--- config.mk ---
export PLATFORM = sky130hd
export DESIGN_NAME = mdio_phy_mgr
export DESIGN_NICKNAME = d
export VERILOG_FILES = /design/src/rtl/mdio_phy_mgr.sv
export SDC_FILE = /design/constraint.sdc
export NUM_CORES = 1
export LEC_CHECK = 0
export CELL_PAD_IN_SITES_DETAIL_PLACEMENT = 0
export CELL_PAD_IN_SITES_GLOBAL_PLACEMENT = 1
export CORE_ASPECT_RATIO = 0.6
export CORE_UTILIZATION = 43
export DETAILED_ROUTE_END_ITERATION = 6
export GPL_ROUTABILITY_DRIVEN = 1
export GPL_TIMING_DRIVEN = 0
export PLACE_DENSITY = 0.84
export SYNTH_ARGS = -nofsm -noshare
export SYNTH_HDL_FRONTEND = slang
export SYNTH_SLANG_ARGS = --single-unit
--- constraint.sdc ---
create_clock -name clk -period 3.25 [get_ports clk]
set_clock_uncertainty 0.2 [all_clocks]
set_input_delay 0.4875 -clock clk [delete_from_list [all_inputs] [get_ports clk]]
set_output_delay 0.4875 -clock clk [all_outputs]
set_load 0.02 [all_outputs]
--- src/rtl/mdio_phy_mgr.sv ---
// MDIO management sequencer: PHY soft-reset sweep and periodic link/speed/duplex polling
// for NUM_PHY PHYs on one MDIO controller. Optional NACK counters under MDIO_ERR_CNT_EN.
module mdio_phy_mgr #(
    parameter int          NUM_PHY       = 2,
    parameter logic [4:0]  PHY_ADDR_BASE = 5'd1,
    parameter logic [23:0] POLL_PERIOD   = 24'd100_000,
    parameter logic [15:0] RST_WORD      = 16'hA140,
    parameter logic [4:0]  STAT_REG      = 5'd17,
    parameter logic [7:0]  RST_MAX_POLLS = 8'd16
) (
    input  logic                   clk,
    input  logic                   rst_n,
    input  logic                   soft_rst_trig,
    input  logic                   op_done,
    input  logic                   op_rd_ack,
    input  logic [15:0]            op_rd_data,
    output logic                   op_exec,
    output logic                   op_rh_wl,
    output logic [4:0]             op_phy_addr,
    output logic [4:0]             op_addr,
    output logic [15:0]            op_wr_data,
    output logic [NUM_PHY-1:0]     link_up,
    output logic [2*NUM_PHY-1:0]   speed,
    output logic [NUM_PHY-1:0]     full_duplex,
    output logic [NUM_PHY-1:0]     rst_fail,
    output logic                   busy,
    output logic [1:0]             led,
    output logic [8*NUM_PHY-1:0]   err_cnt
);

    typedef enum logic [3:0] {
        S_IDLE, S_RST_WR, S_RST_WR_W, S_RST_RD, S_RST_RD_W, S_RST_CHK,
        S_BMSR_RD, S_BMSR_W, S_BMSR_CHK, S_STAT_RD, S_STAT_W, S_STAT_CHK
    } state_t;

    state_t                 r_state, w_state_nx;
    logic [1:0]             r_ch, w_ch_nx;
    logic [7:0]             r_polls, w_polls_nx;
    logic [2:0]             r_sync;
    logic                   r_rst_pend, r_poll_pend;
    logic [23:0]            r_tmr;
    logic [15:0]            r_rd_data;
    logic                   r_rd_ack;
    logic                   r_op_exec, r_op_rh_wl, r_busy;
    logic [4:0]             r_op_phy_addr, r_op_addr;
    logic [15:0]            r_op_wr_data;
    logic [NUM_PHY-1:0]     r_link_up, r_full_duplex, r_rst_fail;
    logic [2*NUM_PHY-1:0]   r_speed;
    logic [1:0]             r_led;

    logic                   w_trig_edge, w_tick, w_last, w_rd_wait;
    logic                   w_issue, w_rd, w_rst_clr, w_poll_clr, w_lnk;
    logic [4:0]             w_reg;
    logic [15:0]            w_wdata;
    logic [1:0]             w_spd;
    logic [NUM_PHY-1:0]     w_sel, w_link_nx, w_dup_nx, w_fail_nx;
    logic [2*NUM_PHY-1:0]   w_smask, w_speed_nx;
    logic                   w_unused;

    assign w_trig_edge = r_sync[1] & ~r_sync[2];
    assign w_tick      = (r_tmr == POLL_PERIOD - 24'd1);
    assign w_last      = (r_ch == 2'(NUM_PHY - 1));
    assign w_rd_wait   = (r_state == S_RST_RD_W) || (r_state == S_BMSR_W) || (r_state == S_STAT_W);
    assign w_unused    = ^{r_rd_data[12:6], r_rd_data[4:3], r_rd_data[1:0]};

    // one-hot select of the current channel, plus its 2-bit-per-PHY speed mask
    always_comb begin
        for (int n = 0; n < NUM_PHY; n++) begin
            w_sel[n]        = (r_ch == 2'(n));
            w_smask[2*n +: 2] = {2{w_sel[n]}};
        end
    end

    // STAT_REG speed decode: encoding 11 is reserved and treated as no link
    always_comb begin
        w_lnk = 1'b1;
        case (r_rd_data[15:14])
            2'b00:   w_spd = 2'b01;
            2'b01:   w_spd = 2'b10;
            2'b10:   w_spd = 2'b11;
            default: begin w_spd = 2'b00; w_lnk = 1'b0; end
        endcase
    end

    // sequencer next state, op request and status updates
    always_comb begin
        w_state_nx = r_state;
        w_ch_nx    = r_ch;
        w_polls_nx = r_polls;
        w_issue    = 1'b0;
        w_rd       = 1'b1;
        w_reg      = 5'd0;
        w_wdata    = 16'h0000;
        w_rst_clr  = 1'b0;
        w_poll_clr = 1'b0;
        w_link_nx  = r_link_up;
        w_speed_nx = r_speed;
        w_dup_nx   = r_full_duplex;
        w_fail_nx  = r_rst_fail;
        case (r_state)
            S_IDLE: begin
                if (r_rst_pend) begin
                    w_rst_clr  = 1'b1;
                    w_fail_nx  = '0;
                    w_ch_nx    = 2'd0;
                    w_state_nx = S_RST_WR;
                end else if (r_poll_pend) begin
                    w_poll_clr = 1'b1;
                    w_ch_nx    = 2'd0;
                    w_state_nx = S_BMSR_RD;
                end else begin
                    w_state_nx = S_IDLE;
                end
            end
            S_RST_WR: begin
                w_issue    = 1'b1;
                w_rd       = 1'b0;
                w_wdata    = RST_WORD;
                w_polls_nx = 8'd0;
                w_state_nx = S_RST_WR_W;
            end
            S_RST_WR_W: w_state_nx = op_done ? S_RST_RD : S_RST_WR_W;
            S_RST_RD: begin
                w_issue    = 1'b1;
                w_polls_nx = r_polls + 8'd1;
                w_state_nx = S_RST_RD_W;
            end
            S_RST_RD_W: w_state_nx = op_done ? S_RST_CHK : S_RST_RD_W;
            S_RST_CHK: begin
                if (!r_rd_ack && !r_rd_data[15]) begin
                    w_ch_nx    = w_last ? r_ch : r_ch + 2'd1;
                    w_state_nx = w_last ? S_IDLE : S_RST_WR;
                end else if (r_polls < RST_MAX_POLLS) begin
                    w_state_nx = S_RST_RD;
                end else begin
                    w_fail_nx  = r_rst_fail | w_sel;
                    w_ch_nx    = w_last ? r_ch : r_ch + 2'd1;
                    w_state_nx = w_last ? S_IDLE : S_RST_WR;
                end
            end
            S_BMSR_RD: begin
                w_issue    = 1'b1;
                w_reg      = 5'd1;
                w_state_nx = S_BMSR_W;
            end
            S_BMSR_W: w_state_nx = op_done ? S_BMSR_CHK : S_BMSR_W;
            S_BMSR_CHK: begin
                if (!r_rd_ack && r_rd_data[5] && r_rd_data[2]) begin
                    w_state_nx = S_STAT_RD;
                end else begin
                    w_link_nx  = r_link_up & ~w_sel;
                    w_speed_nx = r_speed & ~w_smask;
                    w_dup_nx   = r_full_duplex & ~w_sel;
                    w_ch_nx    = w_last ? r_ch : r_ch + 2'd1;
                    w_state_nx = w_last ? S_IDLE : S_BMSR_RD;
                end
            end
            S_STAT_RD: begin
                w_issue    = 1'b1;
                w_reg      = STAT_REG;
                w_state_nx = S_STAT_W;
            end
            S_STAT_W: w_state_nx = op_done ? S_STAT_CHK : S_STAT_W;
            S_STAT_CHK: begin
                if (r_rd_ack) begin
                    w_link_nx  = r_link_up & ~w_sel;
                    w_speed_nx = r_speed & ~w_smask;
                end else begin
                    w_link_nx  = (r_link_up & ~w_sel) | (w_sel & {NUM_PHY{w_lnk}});
                    w_speed_nx = (r_speed & ~w_smask) | (w_smask & {NUM_PHY{w_spd}});
                    w_dup_nx   = (r_full_duplex & ~w_sel) | (w_sel & {NUM_PHY{r_rd_data[13]}});
                end
                w_ch_nx    = w_last ? r_ch : r_ch + 2'd1;
                w_state_nx = w_last ? S_IDLE : S_BMSR_RD;
            end
            default: w_state_nx = S_IDLE;
        endcase
    end

    // request flags, poll timer and trigger synchroniser
    always_ff @(posedge clk or negedge rst_n) begin
        if (!rst_n) begin
            r_sync      <= 3'b000;
            r_rst_pend  <= 1'b0;
            r_poll_pend <= 1'b0;
            r_tmr       <= 24'd0;
        end else begin
            r_sync      <= {r_sync[1:0], soft_rst_trig};
            r_rst_pend  <= w_rst_clr ? 1'b0 : (r_rst_pend | w_trig_edge);
            r_poll_pend <= w_poll_clr ? 1'b0 : (r_poll_pend | w_tick);
            r_tmr       <= w_tick ? 24'd0 : r_tmr + 24'd1;
        end
    end

    // FSM state, captured read response and registered outputs
    always_ff @(posedge clk or negedge rst_n) begin
        if (!rst_n) begin
            r_state       <= S_IDLE;
            r_ch          <= 2'd0;
            r_polls       <= 8'd0;
            r_rd_data     <= 16'h0000;
            r_rd_ack      <= 1'b0;
            r_op_exec     <= 1'b0;
            r_op_rh_wl    <= 1'b1;
            r_op_phy_addr <= 5'd0;
            r_op_addr     <= 5'd0;
            r_op_wr_data  <= 16'h0000;
            r_link_up     <= '0;
            r_speed       <= '0;
            r_full_duplex <= '0;
            r_rst_fail    <= '0;
            r_busy        <= 1'b0;
            r_led         <= 2'b00;
        end else begin
            r_state       <= w_state_nx;
            r_ch          <= w_ch_nx;
            r_polls       <= w_polls_nx;
            if (op_done && w_rd_wait) begin
                r_rd_data <= op_rd_data;
                r_rd_ack  <= op_rd_ack;
            end
            r_op_exec     <= w_issue;
            if (w_issue) begin
                r_op_rh_wl    <= w_rd;
                r_op_phy_addr <= PHY_ADDR_BASE + {3'b000, r_ch};
                r_op_addr     <= w_reg;
                r_op_wr_data  <= w_wdata;
            end
            r_link_up     <= w_link_nx;
            r_speed       <= w_speed_nx;
            r_full_duplex <= w_dup_nx;
            r_rst_fail    <= w_fail_nx;
            r_busy        <= (w_state_nx != S_IDLE);
            r_led         <= w_link_nx[0] ? w_speed_nx[1:0] : 2'b00;
        end
    end

`ifdef MDIO_ERR_CNT_EN
    logic [8*NUM_PHY-1:0] r_err_cnt;

    // saturating per-PHY count of NACKed reads; only rst_n clears it
    always_ff @(posedge clk or negedge rst_n) begin
        if (!rst_n) begin
            r_err_cnt <= '0;
        end else if (op_done && w_rd_wait && op_rd_ack) begin
            for (int n = 0; n < NUM_PHY; n++) begin
                if (w_sel[n] && (r_err_cnt[8*n +: 8] != 8'hFF)) begin
                    r_err_cnt[8*n +: 8] <= r_err_cnt[8*n +: 8] + 8'd1;
                end
            end
        end
    end

    assign err_cnt = r_err_cnt;
`else
    assign err_cnt = '0;
`endif

    assign op_exec     = r_op_exec;
    assign op_rh_wl    = r_op_rh_wl;
    assign op_phy_addr = r_op_phy_addr;
    assign op_addr     = r_op_addr;
    assign op_wr_data  = r_op_wr_data;
    assign link_up     = r_link_up;
    assign speed       = r_speed;
    assign full_duplex = r_full_duplex;
    assign rst_fail    = r_rst_fail;
    assign busy        = r_busy;
    assign led         = r_led;

endmodule

==> summary.md, run 1 <==
| Metric | Value |
|---|---|
| Result of the run | `complete, no violations` |
| Crit path max-delay cell type | `dfrtp_1` |
| Maximum fanout encountered on the critical timing path | `9` |
| Stages on worst setup path | `5` |
| Family of cells with the greatest summed delay on the critical path | `simple AND/OR/NAND/NOR gates` |
| Number of register bits inferred by synthesis | `70` |
| # rows | `26` |
| Post-synth top flop | `dfrtp_1` |
| Relative slew margins | `0.408` |
| Max VDD drop | `297 uV` |
| Most used cells in the layout excluding fill and tap cells | `69 x dfrtp_1, 39 x buf_4, 33 x conb_1` |
| Clock insertion delay at the later pin of the skew report | `330 ps` |
| Final period demand of the worst path | `2150 ps` |
| Cells on worst reg2reg path | `5` |
| Share of the clock period used by the worst path | `0.663` |
| Share of layout cells above drive strength 1 | `0.212` |
| Postcts setup bufs | `0` |
| Area Growth Syn to Fin | `23.0%` |
| Wirelength per Cell | `13.8 um` |
| Setup CP Type | `flop to flop` |
| Number of DRC violations after detailed-routing iteration 0 | `122` |
| TritonCTS clock tree | `built` |
| TritonCTS sink count | `70` |
| Horizontal die dimension | `124 um` |
| Max H-tree Level | `3` |
| Number of antenna violations at the first check in global routing | `0` |
| Antenna Diode Count | `0` |
| Asr flop ratio synth | `1.00` |
| Total routed wirelength | `7600 um` |
| Hold Vio Cnt, Final | `0` |
| Area inside the core boundary | `0.00856 mm2` |
| Crit path capture | `speed[2]` |
| Clock buffer count from CTS | `9` |
| Sequential area share after synthesis | `0.460` |
| Critical path data arrival time | `2170 ps` |
| Cell area after synthesis | `0.00381 mm2` |
| Iteration count of the initial detailed-routing pass | `5` |
| Type of destination of the critical path | `flop` |
| Final WS setup | `1100 ps` |
| Total via count in the routed design | `2712` |
| Total cell area at the placement stage | `0.00440 mm2` |
| Unrepaired setup endpoints after global routing | `no` |
| Maximum number of pins on one net before global-route repair | `71` |
| RR Endpoint | `speed[2]` |
| Register clock-pin slew on the reported worst setup and hold paths | `60 ps` |
| Wire length of the first global-routing pass | `12400 um` |
| Number of flops mapped to enable cells by yosys | `0` |
| Sort of element at the start of the critical path | `flop` |
| Via density per instance | `4.93` |
| Count of unique library cells instantiated by Yosys | `65` |
| Top achievable clock speed | `464 MHz` |
| Die outline area | `0.00926 mm2` |
| Number of buffers inserted for hold repair after clock tree synthesis | `0` |
| Initial standard-cell utilization of the core | `0.446` |
| Die span in y | `74.9 um` |
| Sum of overflow across all layers after global routing | `0` |
| Most frequent standard cell in the layout excluding fill and tap cells | `dfrtp_1` |
| Leak pwr | `2.21 nW` |
| Nets | `462` |
| WP data required | `3270 ps` |
| Fin. max-slew vios | `0` |
| Largest buffer count on any clock path | `2` |
| Flop-to-flop setup slack | `1100 ps` |
| Clock tree root driver cell | `clkbuf_16` |
| Place WS | `877 ps` |
| Count of cells resized by post-cts repair | `0` |
| Final HPWL DP | `5390 um` |
| CP peak stage delay | `370 ps` |
| Post-route standard cell area excluding fillers | `0.00469 mm2` |
| Final RePlAce weighted congestion | `0.817` |
| Count of synthesis-stage warnings from yosys | `0` |
| I/O Buffers | `33` |
| Antenna Violating Nets Remaining | `0` |
| Final total power | `0.00341 W` |
| Gate count of the mapped netlist | `357` |
| Top-level port count | `78` |
| Beginning of the critical path | `r_state[1]` |
| Number of global-route vias before repair | `2454` |
| Final setup viols | `0` |
| Mean cell area of the mapped netlist | `10.7 um2` |
| Actual transition at the worst max-transition pin | `888 ps` |
| R2r startpoint | `r_state[1]` |
| Number of buffers and inverters on the critical path | `1` |
| Max-capacitance violation count | `0` |
| Class of the most critical hold timing path | `primary input to async pin` |
| DRC Markers | `0` |
| Power density over the cells | `727 mW/mm2` |
| Sequence of cells on the critical path | `buf_6 -> or2_2 -> o21ai_1 -> and3_1 -> mux2_2` |
| All-layer global routing usage | `0.178` |
## metrics by stage
stage                util  hold slack [ps]  instances  setup TNS, ps
floorplan               -            -8.09        389              0
global placement    0.515              135        534         -60350
detailed placement  0.514              144        534              0
CTS                 0.548              109        550              0
global route        0.548              146        550              0
finish              0.548             69.6        550              0
## cells by family (layout without fill, tap and decap cells)
group	count (synthesis)	in the layout	synth area share
XOR/XNOR	21	21	0.0482
buffers and inverters	58	107	0.0998
AO/OA/AOI/OAI	58	58	0.107
flip-flops	70	70	0.460
adder cells (fa/ha/maj)	8	8	0.0263
other	1	33	0.000984
AND/OR/NAND/NOR	121	121	0.194
multiplexers	20	20	0.0633
## Yosys cell counts, drive strengths merged, types with 4 or more instances
master | count | area, um2
a21oi | 14 | 70.1
a22o | 5 | 43.8
and3 | 5 | 31.3
buf | 44 | 328
dfrtp | 69 | 1730
ha | 8 | 100
inv | 11 | 41.3
mux2 | 15 | 191
mux2i | 5 | 50.1
nand2 | 19 | 71.3
nand2b | 5 | 31.3
nand3 | 12 | 65.1
nand4 | 9 | 62.6
nor2 | 22 | 82.6
nor2b | 7 | 43.8
nor3 | 8 | 45.0
nor4 | 6 | 65.1
nor4bb | 4 | 40.0
o21ai | 18 | 101
xnor2 | 16 | 140
xor2 | 5 | 43.8
## layer usage
metal | GRT usage | part of all wire
met1 | 0.267 | 0.53
met2 | 0.238 | 0.40
met3 | 0.0705 | 0.063
met4 | 0.0375 | 0.0055
met5 | 0 | 0
## how the worst min path moves through the flow
| stage | start | to | cells past startpoint |
|---|---|---|---|
| 6_report | rst_n | speed[2] | 1 |
| 5_1_grt | rst_n | speed[2] | 1 |
| 4_1_cts | rst_n | speed[2] | 1 |
| 3_5_place_dp | r_sync[0] | r_sync[1] | 0 |
| 3_3_place_gp | r_sync[0] | r_sync[1] | 0 |
| 2_1_floorplan | rst_n | async pin | 0 |
## registers in the layout, summed over array words and instances (netlist names), named ones only
name and flops:
r_polls 8, op_phy_addr 3, op_rh_wl 1, led 2, op_addr 2, op_wr_data 1, op_exec 1, r_tmr 24
r_ch 2, r_sync 3, r_state 4, r_poll_pend 1, rst_fail 2, speed 4, busy 1, r_rst_pend 1
link_up 2, r_rd_ack 1, r_rd_data 5
## worst reg2reg max path: stages (launching register included)
cell     delay (ps)
dfrtp_1         370
buf_6           130
or2_2           310
o21ai_1         350
and3_1          310
mux2_2          360
## report_power, final
part / total [W] / internal (W) / switching (W) / leakage, nW
clock: 0.000930 / 0.000576 / 0.000354 / 0.142
combinational: 0.00132 / 0.000613 / 0.000705 / 1.15
sequential: 0.00116 / 0.00103 / 0.000132 / 0.917
total: 0.00341 / 0.00222 / 0.00119 / 2.21
## cell type report
class | instances | area (um2)
buffer | 47 | 339
clock buffer | 13 | 270
clock inverter | 3 | 17.5
fill | 759 | 3870
inverter | 11 | 41.3
multi-input combinational | 261 | 1800
sequential | 70 | 1750
tap | 112 | 140
timing repair buffer | 33 | 328
No activity file was read; power rests on OpenSTA's default activity.
==> run 2: changes to the inputs <==
Settings changed: CORE_UTILIZATION 43 to 40, PLACE_DENSITY 0.84 to 0.79.
Clock period 3.25 ns to 2.15 ns, I/O delays scaled along.
==> summary.md, run 2 (same netlist as run 1, synthesis figures left out) <==
| Metric | Value |
|---|---|
| Biggest register | `r_tmr` |
| Antenna Diode Count | `0` |
| Sequence of cells on the critical path | `buf_6 -> or2_2 -> o21ai_2 -> and3_1 -> mux2_2` |
| Type of destination of the critical path | `flop` |
| Unrepaired setup endpoints after global routing | `no` |
| WP data required | `2180 ps` |
| Setup CP Type | `flop to flop` |
| Maximum fanout encountered on the critical timing path | `9` |
| Area inside the core boundary | `0.00922 mm2` |
| TritonCTS sink count | `70` |
| Top-level port count | `78` |
| TritonCTS clock tree | `built` |
| Maximum number of pins on one net before global-route repair | `71` |
| Clock insertion delay at the later pin of the skew report | `350 ps` |
| Leak pwr | `2.24 nW` |
| Most frequent standard cell in the layout excluding fill and tap cells | `dfrtp_1` |
| Actual transition at the worst max-transition pin | `880 ps` |
| Max H-tree Level | `3` |
| Setup tns final | `0 ps` |
| Nets | `463` |
| # rows | `27` |
| Number of antenna violations at the first check in global routing | `0` |
| Iteration count of the initial detailed-routing pass | `4` |
| Initial standard-cell utilization of the core | `0.413` |
| Result of the run | `complete, no violations` |
| Final HPWL DP | `5730 um` |
| Clock buffer count from CTS | `9` |
| All-layer global routing usage | `0.176` |
| Wirelength per Cell | `13.9 um` |
| Crit path max-delay cell type | `dfrtp_1` |
| Largest buffer count on any clock path | `2` |
| Die span in y | `77.6 um` |
| CP peak stage delay | `370 ps` |
| Family of cells with the greatest summed delay on the critical path | `simple AND/OR/NAND/NOR gates` |
| Horizontal die dimension | `128 um` |
| Max FFs per register | `24` |
| Share of layout cells above drive strength 1 | `0.223` |
| Final setup viols | `0` |
| Class of the most critical hold timing path | `flop to flop` |
| Relative slew margins | `0.413` |
| Sum of overflow across all layers after global routing | `0` |
| Most used cells in the layout excluding fill and tap cells | `69 x dfrtp_1, 39 x buf_4, 33 x conb_1` |
| Via density per instance | `4.86` |
| Number of buffers and inverters on the critical path | `1` |
| Total via count in the routed design | `2765` |
| Register clock-pin slew on the reported worst setup and hold paths | `60 ps` |
| Number of global-route vias before repair | `2635` |
| Total routed wirelength | `7930 um` |
| Final hold slack | `158 ps` |
| Share of the clock period used by the worst path | `0.951` |
| Fin. max-slew vios | `0` |
| DRC Markers | `0` |
| Antenna Violating Nets Remaining | `0` |
| Registers with the most flip-flops | `r_tmr: 24 flops, r_polls: 8 flops, r_rd_data: 5 flops` |
| Top achievable clock speed | `489 MHz` |
| Max-capacitance violation count | `0` |
| Wire length of the first global-routing pass | `13200 um` |
| Die outline area | `0.00994 mm2` |
| Final period demand of the worst path | `2040 ps` |
| Number of DRC violations after detailed-routing iteration 0 | `146` |
| Area Growth Syn to Fin | `25.7%` |
| I/O Buffers | `33` |
| Hold Vio Cnt, Final | `0` |
| Clock tree root driver cell | `clkbuf_16` |
| Max VDD drop | `492 uV` |
| Sort of element at the start of the critical path | `flop` |
| Power density over the cells | `1140 mW/mm2` |
| Critical path data arrival time | `2070 ps` |
| Final RePlAce weighted congestion | `0.853` |
[run 2: cell types whose count changed in the layout (fill, tap and decap cells not counted), sizes merged]
cell         before  now
bufinv            0    2
dlygate4sd3       0    1
clkbuf           16   14
[run 2: cell type report]
class                   instances  area (um2)
plain buffers                  47         340
repair buffers                 34         338
inverters                      11        41.3
clock inverters                 5        81.3
well taps                     130         163
clock buffers                  11         253
fillers                       856        4430
multi-input cells             261        1820
flip-flops and latches         70        1750
[run 2: worst paths after layout]
kind	start	endpoint	slack (ps)	cells past startpoint
min	r_sync[0]	r_sync[1]	160	0
max	r_state[1]	speed[2]	110	5
max in group asynchronous	rst_n	r_polls[0]	730	2
min in group asynchronous	rst_n	op_phy_addr[0]	450	2
max reg2reg	r_state[1]	speed[2]	110	5
min reg2reg	r_sync[0]	r_sync[1]	160	0
[run 2: layer usage]
layer | track usage | vias to the layer above | part of all wire
li1 | - | 1348 | -
met1 | 0.261 | 1336 | 0.52
met2 | 0.236 | 72 | 0.41
met3 | 0.0517 | 9 | 0.055
met4 | 0.0741 | 0 | 0.014
met5 | 0 | - | 0
[run 2: power by group]
group | leakage, nW | internal (W) | total, W | switching, W
logic | 1.16 | 0.000943 | 0.00203 | 0.00109
registers | 0.917 | 0.00156 | 0.00177 | 0.000213
clock network | 0.162 | 0.00108 | 0.00165 | 0.000571
[run 2: through the flow]
step / utilization / instances / total power (W) / setup slack (ps) / instance area (um2)
finish: 0.519 / 569 / 0.00545 / 105 / 4790
global route: 0.519 / 569 / 0.00577 / 10.6 / 4790
CTS: 0.517 / 569 / 0.00546 / 25.7 / 4770
detailed placement: 0.480 / 552 / 0.00378 / -47.0 / 4420
global placement: 0.480 / 552 / 0.00374 / -1820 / 4430
floorplan: - / 389 / 0.00314 / 287 / 3930
[run 2: repair_timing]
| action | in CTS | in global routing |
|---|---|---|
| buffers inserted | 0 | 0 |
| hold endpoints to repair | 69 | 0 |
| hold buffers | 1 | 0 |
| resized for setup | 0 | 7 |
| setup endpoints to repair | 0 | 11 |
==> run 3: changes to the inputs <==
Settings changed: SLEW_MARGIN from default to 15.
==> summary.md, run 3 (same netlist as run 1, synthesis figures left out) <==
| Metric | Value |
|---|---|
| Die outline area | `0.00994 mm2` |
| Via density per instance | `4.92` |
| Largest buffer count on any clock path | `2` |
| Hold Vio Cnt, Final | `0` |
| Flop-to-flop setup slack | `110 ps` |
| Final HPWL DP | `5740 um` |
| DRC Markers | `0` |
| Sort of element at the start of the critical path | `flop` |
| Biggest register | `r_tmr` |
| Most used cells in the layout excluding fill and tap cells | `69 x dfrtp_1, 39 x buf_4, 33 x conb_1` |
| Hold depth | `0` |
| Max-capacitance violation count | `0` |
| # rows | `27` |
| Top-level port count | `78` |
| Clock insertion delay at the later pin of the skew report | `340 ps` |
| Class of the most critical hold timing path | `flop to flop` |
| Clock tree root driver cell | `clkbuf_16` |
| Register clock-pin slew on the reported worst setup and hold paths | `50 ps` |
| Unrepaired setup endpoints after global routing | `yes` |
| All-layer global routing usage | `0.174` |
| Final hold slack | `159 ps` |
| Power density over the cells | `1100 mW/mm2` |
| Beginning of the critical path | `r_state[2]` |
| Worst hold endpoint | `r_sync[1]` |
| TritonCTS clock tree | `built` |
| Total cell area at the placement stage | `0.00445 mm2` |
| Clock buffer count from CTS | `9` |
| Actual transition at the worst max-transition pin | `509 ps` |
| Antenna Diode Count | `0` |
| Leak pwr | `2.25 nW` |
| TritonCTS sink count | `70` |
| WP data required | `2170 ps` |
| Nets | `464` |
| Min-Delay Startpoint | `r_sync[0]` |
| Maximum fanout encountered on the critical timing path | `10` |
| Fin. max-slew vios | `0` |
| Max FFs per register | `24` |
| Critical path data arrival time | `2060 ps` |
| Iteration count of the initial detailed-routing pass | `4` |
| Number of DRC violations after detailed-routing iteration 0 | `138` |
| Sum of overflow across all layers after global routing | `0` |
| Number of global-route vias before repair | `2601` |
| Max H-tree Level | `3` |
| Area inside the core boundary | `0.00922 mm2` |
| Share of layout cells above drive strength 1 | `0.221` |
| Final RePlAce weighted congestion | `0.853` |
| Wire length of the first global-routing pass | `13200 um` |
| Post-route standard cell area excluding fillers | `0.00478 mm2` |
| Area Growth Syn to Fin | `25.4%` |
| Die span in y | `77.6 um` |
| Registers with the most flip-flops | `r_tmr: 24 flops, r_polls: 8 flops, r_rd_data: 5 flops` |
| Result of the run | `complete, no violations` |
| Final setup viols | `0` |
| Horizontal die dimension | `128 um` |
| RR Endpoint | `r_rd_data[2]` |
| Total routed wirelength | `7880 um` |
| Number of antenna violations at the first check in global routing | `0` |
| Setup CP Type | `flop to flop` |
| Total via count in the routed design | `2802` |
| Maximum number of pins on one net before global-route repair | `61` |
| Antenna Violating Nets Remaining | `0` |
| Postcts setup bufs | `0` |
| Number of fillers in the final layout | `852` |
| Max VDD drop | `508 uV` |
| Most frequent standard cell in the layout excluding fill and tap cells | `dfrtp_1` |
| I/O Buffers | `33` |
| Final period demand of the worst path | `2040 ps` |
| Top achievable clock speed | `489 MHz` |
| Wirelength per Cell | `13.9 um` |
| Type of destination of the critical path | `flop` |
| Share of the clock period used by the worst path | `0.951` |
| R2r startpoint | `r_state[2]` |
| Initial standard-cell utilization of the core | `0.413` |
| Setup tns final | `0 ps` |
| Relative slew margins | `0.658` |
| Cells on worst reg2reg path | `5` |
## run 3: cell types whose count changed in the layout (fill, tap and decap cells not counted), sizes merged
cell / before / now
bufinv: 2 / 1
clkbuf: 14 / 15
## run 3: critical path, stage by stage (launching register included)
cell and delay, ps:
dfrtp_1 380, clkbuf_1 230, or3b_4 460, a21boi_2 200, o21ai_4 130, mux2_4 330
## run 3: worst max-delay path by stage
stage / end / slack [ps] / depth (start not counted)
6_report: r_rd_data[2] / 110 / 5
2_1_floorplan: link_up[1] / 290 / 5
5_1_grt: busy / -10 / 5
4_1_cts: speed[3] / 20 / 5
3_3_place_gp: r_tmr[8] / -1820 / 1
3_5_place_dp: busy / -50 / 5
## run 3: where the power goes
part / switching [W] / internal [W]
clock network: 0.000535 / 0.000918
registers: 0.000203 / 0.00156
logic: 0.00109 / 0.000962
## run 3: stage by stage
stage	utilization	setup slack, ps	cells	power, W
4_1_cts	0.515	20.9	569	0.00526
2_1_floorplan	-	287	389	0.00314
5_1_grt	0.519	-9.52	569	0.00557
3_3_place_gp	0.480	-1820	552	0.00374
3_5_place_dp	0.483	-49.7	553	0.00378
6_report	0.519	105	569	0.00526
## run 3: metal layers
metal	GRT usage	part of all wire	wire length [um]
met2	0.235	0.42	3310
met5	0	0	0
met3	0.0490	0.048	377
met4	0.0718	0.017	137
met1	0.257	0.51	4060
## run 3: what timing repair did
action | in CTS | in global routing
hold buffers | 1 | 0
setup endpoints to repair | 0 | 20
resized for setup | 0 | 9
hold endpoints to repair | 69 | 0
## run 3: area by class of cell
cell class | count | area (um2) | share of cell area
multi-input cells | 261 | 1830 | 0.382
plain buffers | 47 | 342 | 0.0714
well taps | 130 | 163 | 0.0340
flip-flops and latches | 70 | 1750 | 0.367
clock inverters | 4 | 47.5 | 0.00994
clock buffers | 11 | 243 | 0.0508
inverters | 11 | 41.3 | 0.00863
repair buffers | 35 | 365 | 0.0764
